<file path="src/rtl/spi_shift_engine_if.sv">
// Signal bundle between the SPI controller (FIFOs, configuration) and spi_shift_engine.
// The engine takes the slave modport. The controller or testbench takes the master modport.
interface spi_shift_engine_if #(
  parameter int DATA_WIDTH = 32,
  parameter int CNT_WIDTH  = 16,
  parameter int DIV_WIDTH  = 8
) ();
  logic [DIV_WIDTH-1:0]  clk_div_i;
  logic                  quad_i;
  logic                  rx_dir_i;
  logic [CNT_WIDTH-1:0]  len_i;
  logic                  start_i;
  logic [DATA_WIDTH-1:0] tx_data_i;
  logic                  tx_valid_i;
  logic                  tx_ready_o;
  logic [DATA_WIDTH-1:0] rx_data_o;
  logic                  rx_valid_o;
  logic                  rx_ready_i;
  logic                  busy_o;
  logic                  done_o;
  logic                  spi_clk_o;
  logic [3:0]            sdo_o;
  logic [3:0]            oe_o;
  logic [3:0]            sdi_i;

  modport slave (
    input  clk_div_i, quad_i, rx_dir_i, len_i, start_i, tx_data_i, tx_valid_i,
           rx_ready_i, sdi_i,
    output tx_ready_o, rx_data_o, rx_valid_o, busy_o, done_o, spi_clk_o, sdo_o, oe_o
  );

  modport master (
    output clk_div_i, quad_i, rx_dir_i, len_i, start_i, tx_data_i, tx_valid_i,
           rx_ready_i, sdi_i,
    input  tx_ready_o, rx_data_o, rx_valid_o, busy_o, done_o, spi_clk_o, sdo_o, oe_o
  );
endinterface

</file>
<file path="src/rtl/spi_shift_engine.sv">
// SPI bit engine: generates SCK (CPOL=0, CPHA=0) and serialises/deserialises FIFO words.
// It supports standard full-duplex mode and quad half-duplex mode.
module spi_shift_engine #(
  parameter int DATA_WIDTH = 32,
  parameter int CNT_WIDTH  = 16,
  parameter int DIV_WIDTH  = 8
) (
  input logic               HCLK,
  input logic               HRESETn,
  spi_shift_engine_if.slave bus
);
  localparam int WBW = $clog2(DATA_WIDTH) + 1;

  typedef enum logic [2:0] {S_IDLE, S_LOAD, S_SHIFT, S_STALL, S_DONE} state_t;

  state_t                r_state;
  logic [DIV_WIDTH-1:0]  r_div;
  logic [DIV_WIDTH-1:0]  r_div_cnt;
  logic [CNT_WIDTH-1:0]  r_bits_left;
  logic [WBW-1:0]        r_wbits;
  logic                  r_quad;
  logic                  r_rx_dir;
  logic                  r_sck;
  logic [DATA_WIDTH-1:0] r_tx_sh;
  logic [DATA_WIDTH-1:0] r_rx_sh;
  logic [DATA_WIDTH-1:0] r_rx_data;
  logic                  r_rx_valid;
  logic                  r_tx_ready;
  logic                  r_busy;
  logic                  r_done;
  logic [3:0]            r_sdo;
  logic [3:0]            r_oe;

  logic [CNT_WIDTH-1:0]  w_len;
  logic [WBW-1:0]        w_step;
  logic [CNT_WIDTH-1:0]  w_bits_next;
  logic [DATA_WIDTH-1:0] w_rx_shifted;
  logic [DATA_WIDTH-1:0] w_tx_shifted;
  logic                  w_tick;
  logic                  w_rise;
  logic                  w_fall;
  logic                  w_word_end;
  logic                  w_rx_free;
  logic                  w_word_out;

  function automatic logic [3:0] lead_bits(input logic [DATA_WIDTH-1:0] word,
                                           input logic quad, input logic rx_dir);
    if (!quad) return {3'b000, word[DATA_WIDTH-1]};
    if (rx_dir) return 4'b0000;
    return word[DATA_WIDTH-1 -: 4];
  endfunction

  function automatic logic [3:0] oe_pattern(input logic quad, input logic rx_dir);
    if (!quad) return 4'b0001;
    return rx_dir ? 4'b0000 : 4'b1111;
  endfunction

  // Quad transfers move whole nibbles, so the two low length bits are dropped.
  assign w_len        = bus.quad_i ? {bus.len_i[CNT_WIDTH-1:2], 2'b00} : bus.len_i;
  assign w_step       = r_quad ? WBW'(4) : WBW'(1);
  assign w_bits_next  = (r_bits_left > CNT_WIDTH'(w_step)) ? r_bits_left - CNT_WIDTH'(w_step) : '0;
  assign w_tick       = (r_state == S_SHIFT) && (r_div_cnt == r_div);
  assign w_rise       = w_tick && !r_sck;
  assign w_fall       = w_tick && r_sck;
  assign w_word_end   = (r_wbits == WBW'(DATA_WIDTH)) || (r_bits_left == '0);
  assign w_rx_free    = !r_rx_valid || bus.rx_ready_i;
  assign w_word_out   = w_rx_free && ((w_fall && w_word_end) || (r_state == S_STALL));
  assign w_tx_shifted = r_quad ? (r_tx_sh << 4) : (r_tx_sh << 1);

  // Quad transmit ignores the SDI pads, so its RX words are all zeros.
  always_comb begin
    // NOTE: default first so no path leaves w_rx_shifted unassigned and infers a latch.
    w_rx_shifted = {r_rx_sh[DATA_WIDTH-2:0], bus.sdi_i[1]};
    if (r_quad) w_rx_shifted = {r_rx_sh[DATA_WIDTH-5:0], r_rx_dir ? bus.sdi_i : 4'b0000};
  end

  // NOTE: state registers use non-blocking assignments so every update sees pre-edge values.
  always_ff @(posedge HCLK or negedge HRESETn) begin
    if (!HRESETn) begin
      r_state     <= S_IDLE;
      r_div       <= '0;
      r_div_cnt   <= '0;
      r_bits_left <= '0;
      r_wbits     <= '0;
      r_quad      <= 1'b0;
      r_rx_dir    <= 1'b0;
      r_sck       <= 1'b0;
      r_tx_sh     <= '0;
      r_rx_sh     <= '0;
      r_rx_data   <= '0;
      r_rx_valid  <= 1'b0;
      r_tx_ready  <= 1'b0;
      r_busy      <= 1'b0;
      r_done      <= 1'b0;
      r_sdo       <= '0;
      r_oe        <= '0;
    end else begin
      r_done <= 1'b0;
      if (r_rx_valid && bus.rx_ready_i) r_rx_valid <= 1'b0;

      unique case (r_state)
        S_IDLE: if (bus.start_i) begin
          r_quad      <= bus.quad_i;
          r_rx_dir    <= bus.rx_dir_i;
          r_div       <= bus.clk_div_i;
          r_bits_left <= w_len;
          if (w_len == '0) begin
            r_state <= S_DONE;
            r_done  <= 1'b1;
          end else begin
            r_state    <= S_LOAD;
            r_busy     <= 1'b1;
            r_tx_ready <= 1'b1;
            r_oe       <= oe_pattern(bus.quad_i, bus.rx_dir_i);
          end
        end
        S_LOAD: if (bus.tx_valid_i) begin
          r_tx_ready <= 1'b0;
          r_tx_sh    <= bus.tx_data_i;
          r_sdo      <= lead_bits(bus.tx_data_i, r_quad, r_rx_dir);
          r_rx_sh    <= '0;
          r_wbits    <= '0;
          r_div_cnt  <= '0;
          r_state    <= S_SHIFT;
        end
        S_SHIFT: begin
          if (w_tick) begin
            r_div_cnt <= '0;
            r_sck     <= ~r_sck;
          end else begin
            r_div_cnt <= r_div_cnt + 1'b1;
          end
          if (w_rise) begin
            r_rx_sh     <= w_rx_shifted;
            r_bits_left <= w_bits_next;
            r_wbits     <= r_wbits + w_step;
          end
          if (w_fall && !w_word_end) begin
            r_tx_sh <= w_tx_shifted;
            r_sdo   <= lead_bits(w_tx_shifted, r_quad, r_rx_dir);
          end
          if (w_fall && w_word_end && !w_rx_free) r_state <= S_STALL;
        end
        S_STALL: begin
        end
        S_DONE: begin
          r_state <= S_IDLE;
          r_oe    <= '0;
          r_sdo   <= '0;
        end
        default: r_state <= S_IDLE;
      endcase

      // A completed word (fresh, or parked in STALL) moves to the RX port and picks the next state.
      if (w_word_out) begin
        r_rx_data  <= r_rx_sh;
        r_rx_valid <= 1'b1;
        if (r_bits_left != '0) begin
          r_state    <= S_LOAD;
          r_tx_ready <= 1'b1;
        end else begin
          r_state <= S_DONE;
          r_done  <= 1'b1;
          r_busy  <= 1'b0;
        end
      end
    end
  end

  assign bus.tx_ready_o = r_tx_ready;
  assign bus.rx_data_o  = r_rx_data;
  assign bus.rx_valid_o = r_rx_valid;
  assign bus.busy_o     = r_busy;
  assign bus.done_o     = r_done;
  assign bus.spi_clk_o  = r_sck;
  assign bus.sdo_o      = r_sdo;
  assign bus.oe_o       = r_oe;
endmodule

</file>
<file path="src/flat_wrapper.sv">
// flat-port wrapper written by rule: the top's interface ports become plain ports
module spi_shift_engine_flat 
#(
  parameter int DATA_WIDTH = 32,
  parameter int CNT_WIDTH  = 16,
  parameter int DIV_WIDTH  = 8
)
  (HCLK, HRESETn, bus_clk_div_i, bus_quad_i, bus_rx_dir_i, bus_len_i, bus_start_i, bus_tx_data_i, bus_tx_valid_i, bus_rx_ready_i, bus_sdi_i, bus_tx_ready_o, bus_rx_data_o, bus_rx_valid_o, bus_busy_o, bus_done_o, bus_spi_clk_o, bus_sdo_o, bus_oe_o);
  spi_shift_engine_if #(.DATA_WIDTH(DATA_WIDTH), .CNT_WIDTH(CNT_WIDTH), .DIV_WIDTH(DIV_WIDTH)) bus_i ();
  input logic HCLK;
  input logic HRESETn;
  input wire logic [$bits(bus_i.clk_div_i)-1:0] bus_clk_div_i;
  input wire logic [$bits(bus_i.quad_i)-1:0] bus_quad_i;
  input wire logic [$bits(bus_i.rx_dir_i)-1:0] bus_rx_dir_i;
  input wire logic [$bits(bus_i.len_i)-1:0] bus_len_i;
  input wire logic [$bits(bus_i.start_i)-1:0] bus_start_i;
  input wire logic [$bits(bus_i.tx_data_i)-1:0] bus_tx_data_i;
  input wire logic [$bits(bus_i.tx_valid_i)-1:0] bus_tx_valid_i;
  input wire logic [$bits(bus_i.rx_ready_i)-1:0] bus_rx_ready_i;
  input wire logic [$bits(bus_i.sdi_i)-1:0] bus_sdi_i;
  output wire logic [$bits(bus_i.tx_ready_o)-1:0] bus_tx_ready_o;
  output wire logic [$bits(bus_i.rx_data_o)-1:0] bus_rx_data_o;
  output wire logic [$bits(bus_i.rx_valid_o)-1:0] bus_rx_valid_o;
  output wire logic [$bits(bus_i.busy_o)-1:0] bus_busy_o;
  output wire logic [$bits(bus_i.done_o)-1:0] bus_done_o;
  output wire logic [$bits(bus_i.spi_clk_o)-1:0] bus_spi_clk_o;
  output wire logic [$bits(bus_i.sdo_o)-1:0] bus_sdo_o;
  output wire logic [$bits(bus_i.oe_o)-1:0] bus_oe_o;
  assign bus_i.clk_div_i = bus_clk_div_i;
  assign bus_i.quad_i = bus_quad_i;
  assign bus_i.rx_dir_i = bus_rx_dir_i;
  assign bus_i.len_i = bus_len_i;
  assign bus_i.start_i = bus_start_i;
  assign bus_i.tx_data_i = bus_tx_data_i;
  assign bus_i.tx_valid_i = bus_tx_valid_i;
  assign bus_i.rx_ready_i = bus_rx_ready_i;
  assign bus_i.sdi_i = bus_sdi_i;
  assign bus_tx_ready_o = bus_i.tx_ready_o;
  assign bus_rx_data_o = bus_i.rx_data_o;
  assign bus_rx_valid_o = bus_i.rx_valid_o;
  assign bus_busy_o = bus_i.busy_o;
  assign bus_done_o = bus_i.done_o;
  assign bus_spi_clk_o = bus_i.spi_clk_o;
  assign bus_sdo_o = bus_i.sdo_o;
  assign bus_oe_o = bus_i.oe_o;
  spi_shift_engine #(.DATA_WIDTH(DATA_WIDTH), .CNT_WIDTH(CNT_WIDTH), .DIV_WIDTH(DIV_WIDTH)) u_core (.HCLK(HCLK), .HRESETn(HRESETn), .bus(bus_i));
endmodule
</file>
<file path="config.mk">
export PLATFORM = sky130hd
export DESIGN_NAME = spi_shift_engine_flat
export DESIGN_NICKNAME = d
export VERILOG_FILES = /design/src/rtl/spi_shift_engine_if.sv /design/src/rtl/spi_shift_engine.sv /design/src/flat_wrapper.sv
export SDC_FILE = /design/constraint.sdc
export NUM_CORES = 1
export LEC_CHECK = 0
export ABC_CLOCK_PERIOD_IN_PS = 7600
export BUFFER_PORTS_ARGS = -buffer_cell sky130_fd_sc_hd__buf_4
export CAP_MARGIN = 20
export CORE_MARGIN = 2
export CORE_UTILIZATION = 35
export DETAILED_ROUTE_END_ITERATION = 12
export GPL_ROUTABILITY_DRIVEN = 1
export GPL_TIMING_DRIVEN = 0
export PLACE_DENSITY = 0.55
export SLEW_MARGIN = 25
export SYNTH_ARGS = -nofsm -noshare
export SYNTH_HDL_FRONTEND = slang
export SYNTH_SLANG_ARGS = --single-unit
</file>
<file path="constraint.sdc">
create_clock -name HCLK -period 7.6 [get_ports HCLK]
set_clock_uncertainty 0.05 [all_clocks]
set_input_delay 1.14 -clock HCLK [delete_from_list [all_inputs] [get_ports HCLK]]
set_output_delay 1.14 -clock HCLK [all_outputs]
set_load 0.1 [all_outputs]
</file>
==> results.sh <==
export IMPL_rows=54
export IMPL_wl_per_cell_um=17.8
export IMPL_cts_resized_gates=0
export IMPL_numCtsBuffers=17
export IMPL_drtIter0Drc=300
export IMPL_route_detailed_drc=0
export IMPL_ys_async_sr_fraction=1.00
export IMPL_grt_pass1_vias=5761
export IMPL_cp_start_kind="flop"
export IMPL_fin_area_um2=9560
export IMPL_netlist_instances=689
export IMPL_die_area_um2=23400
export IMPL_htreeDepth=4
export IMPL_io_buffers=111
export IMPL_nets=894
export IMPL_start_util=0.356
export IMPL_grt_usage=0.174
export IMPL_area_growth_pct=23.1
export IMPL_rsz0062_at_grt="no"
export IMPL_setup_violations=0
export IMPL_yosys_register_bits=149
export IMPL_layout_drive_gt1_share=0.267
export IMPL_leakagePower_uw=0.00437
export IMPL_fill_cells=2095
export IMPL_end_kind="flop"
export IMPL_place_area_um2=8990
export IMPL_place_congestion=0.840
export IMPL_setup_tns_ps=0
export IMPL_clk_insertion_delay_late_ps=420
export IMPL_ys_types=62
export IMPL_slew_violations=0
export IMPL_core_area_um2=21800
export IMPL_fp_dieH_um=153
export IMPL_met3_usage=0.0439
export IMPL_insertedDiodeCount=0
export IMPL_yosysSeqAreaShare=0.480
export IMPL_routed_wl_mm=19.8
export IMPL_met1_usage=0.251
export IMPL_die_width_um=153
export IMPL_cap_violations=0
export IMPL_clock_tree_root_cell="clkbuf_16"
export IMPL_period_minus_slack_ps=4110
export IMPL_antenna_found_initial=0
export IMPL_hold_path_class="reg2reg"
export IMPL_critPathRequiredTime_ps=7860
export IMPL_finalHoldViolCount=0
export IMPL_ir_drop_uv=238
export IMPL_num_vias=5749
export IMPL_synth_edff_count=0
export IMPL_fin_crit_sh=0.540
export IMPL_postCtsHoldBufs=0
export IMPL_p_per_area_nw_per_um2=384
export IMPL_status="complete, no violations"
export IMPL_critPathKind="reg2reg"
export IMPL_gr_usage_met2=0.267
export IMPL_crit_arrival_ps=4360
export IMPL_fmax_ghz=0.244
export IMPL_synth_fp_nets=763
export IMPL_max_clock_path_buffers=2
export IMPL_tightest_slew_ps=808
export IMPL_ys_flop_type="dfrtp_1"
export IMPL_crit_fanout=11
export IMPL_cts_tree="done"
export IMPL_ant_nets=0
export IMPL_dp_hpwl_mm=14.2
export IMPL_top_usage_layer="met2"
export IMPL_vias_per_cell=5.17
export IMPL_ios=112
export IMPL_cts_sinks=149
export IMPL_drt_first_pass_iters=7
export IMPL_avgSynthCellArea_um2=11.3
export IMPL_grt_max_degree=86
export IMPL_relSlewSlack=0.458
export IMPL_synthesis_area_um2=7770
export IMPL_grt_ovfl_total=0
export IMPL_post_cts_buffers=0
export IMPL_clk_pin_slew_ps=70
export IMPL_grt_pass1_wl_mm=32.5
export IMPL_yosysWarnings=0
final timing paths:
| path | startpoint | to | slack, ps | cells after the start |
|---|---|---|---|---|
| max in group asynchronous | HRESETn | u_core.r_div_cnt[4] | 6060 | 2 |
| setup / recovery | u_core.r_quad | u_core.r_bits_left[10] | 3490 | 11 |
| hold / removal | u_core.r_rx_sh[31] | u_core.r_rx_sh[31] | 450 | 2 |
| hold reg to reg | u_core.r_rx_sh[31] | u_core.r_rx_sh[31] | 450 | 2 |
| min in group asynchronous | HRESETn | u_core.bus.rx_data_o[27] | 650 | 1 |
| setup reg to reg | u_core.r_quad | u_core.r_bits_left[10] | 3490 | 11 |
kinds of logic after synthesis:
logic type / Yosys count / synth area share
AND/OR/NAND/NOR: 189 / 0.133
AO/OA/AOI/OAI: 166 / 0.164
flip-flops: 149 / 0.480
multiplexers: 100 / 0.150
buffers and inverters: 61 / 0.0424
XOR/XNOR: 17 / 0.0192
adder cells (fa/ha/maj): 7 / 0.0113
metrics by stage:
step                      instances  power [uW]  hold slack, ps  utilization  setup WS, ps
after global routing           1113        3910             479        0.438          3120
final                          1113        3680             454        0.438          3490
after detailed placement       1081        2850             439        0.412          3420
after floorplan                 689        2430             399            -          4420
after CTS                      1113        3700             459        0.438          3410
after global placement         1080        2840             428        0.410          3410
worst max-delay path, cell delays in order, from the launching register on:
cell and delay, ps:
dfrtp_1 350, clkbuf_1 500, clkbuf_1 440, clkinv_1 500, ha_1 530, nor2b_1 190
or3_1 380, a21oi_1 360, nand2b_1 180, buf_4 170, o21ai_0 100, a22o_1 230
layer usage:
metal | vias up | wire [um]
met3 | 14 | 736
met4 | 0 | 176
met5 | - | 0
met1 | 2820 | 9870
li1 | 2819 | -
met2 | 96 | 9060
report_power, final:
| group | switching [uW] | internal, uW |
|---|---|---|
| clock network | 396 | 442 |
| registers | 208 | 1000 |
| logic | 985 | 640 |
| total | 1590 | 2090 |
cell usage in the layout (no fill, tap or decap), types with 17 or more instances in the layout:
cell         n
a21oi_1     21
a221o_1     26
buf_4      113
clkbuf_1    31
clkbuf_16   17
dfrtp_1    149
mux2_2      17
mux2_4      29
mux2i_1     54
nand2_1     63
nor2_1      29
nor2b_1     30
o21ai_0     20
o31ai_1     35
layout make-up:
class                           instances  area (um2)  area share
Buffer                                 45         269      0.0281
Clock buffer                           17         425      0.0445
Sequential cell                       149        3730       0.390
Timing Repair Buffer                  112         868      0.0908
Inverter                               16        60.1     0.00628
Clock inverter                         15         150      0.0157
Tap cell                              280         350      0.0366
Multi-Input combinational cell        479        3710       0.388
synth_stat cells, drive strengths merged, types with 6 or more instances:
cell / n / area [um2]
or3: 6 / 37.5
a221o: 26 / 260
nor2: 29 / 109
nor2b: 30 / 188
mux2i: 54 / 541
o2bb2ai: 6 / 52.6
mux2: 46 / 627
nand3: 11 / 67.6
a21oi: 21 / 105
nor3: 14 / 75.1
o31ai: 35 / 263
and3: 7 / 43.8
nor4: 7 / 80.1
o21ai: 22 / 118
a22oi: 8 / 60.1
nand2: 63 / 236
clkbuf: 31 / 116
a22o: 15 / 131
ha: 7 / 87.6
nand2b: 6 / 37.5
buf: 14 / 153
xnor2: 14 / 123
inv: 15 / 56.3
dfrtp: 149 / 3730
registers in the layout (all words and copies together), names as in the netlist:
signal                 flops
u_core.bus.busy_o          1
u_core.bus.done_o          1
u_core.bus.oe_o            2
u_core.bus.rx_data_o      32
u_core.bus.rx_valid_o      1
u_core.bus.sdo_o           4
u_core.bus.spi_clk_o       1
u_core.bus.tx_ready_o      1
u_core.r_bits_left        16
u_core.r_div               8
u_core.r_div_cnt           8
u_core.r_quad              1
u_core.r_rx_dir            1
u_core.r_rx_sh            32
u_core.r_state             3
u_core.r_tx_sh            31
u_core.r_wbits             6
No activity file was read; power rests on OpenSTA's default activity.
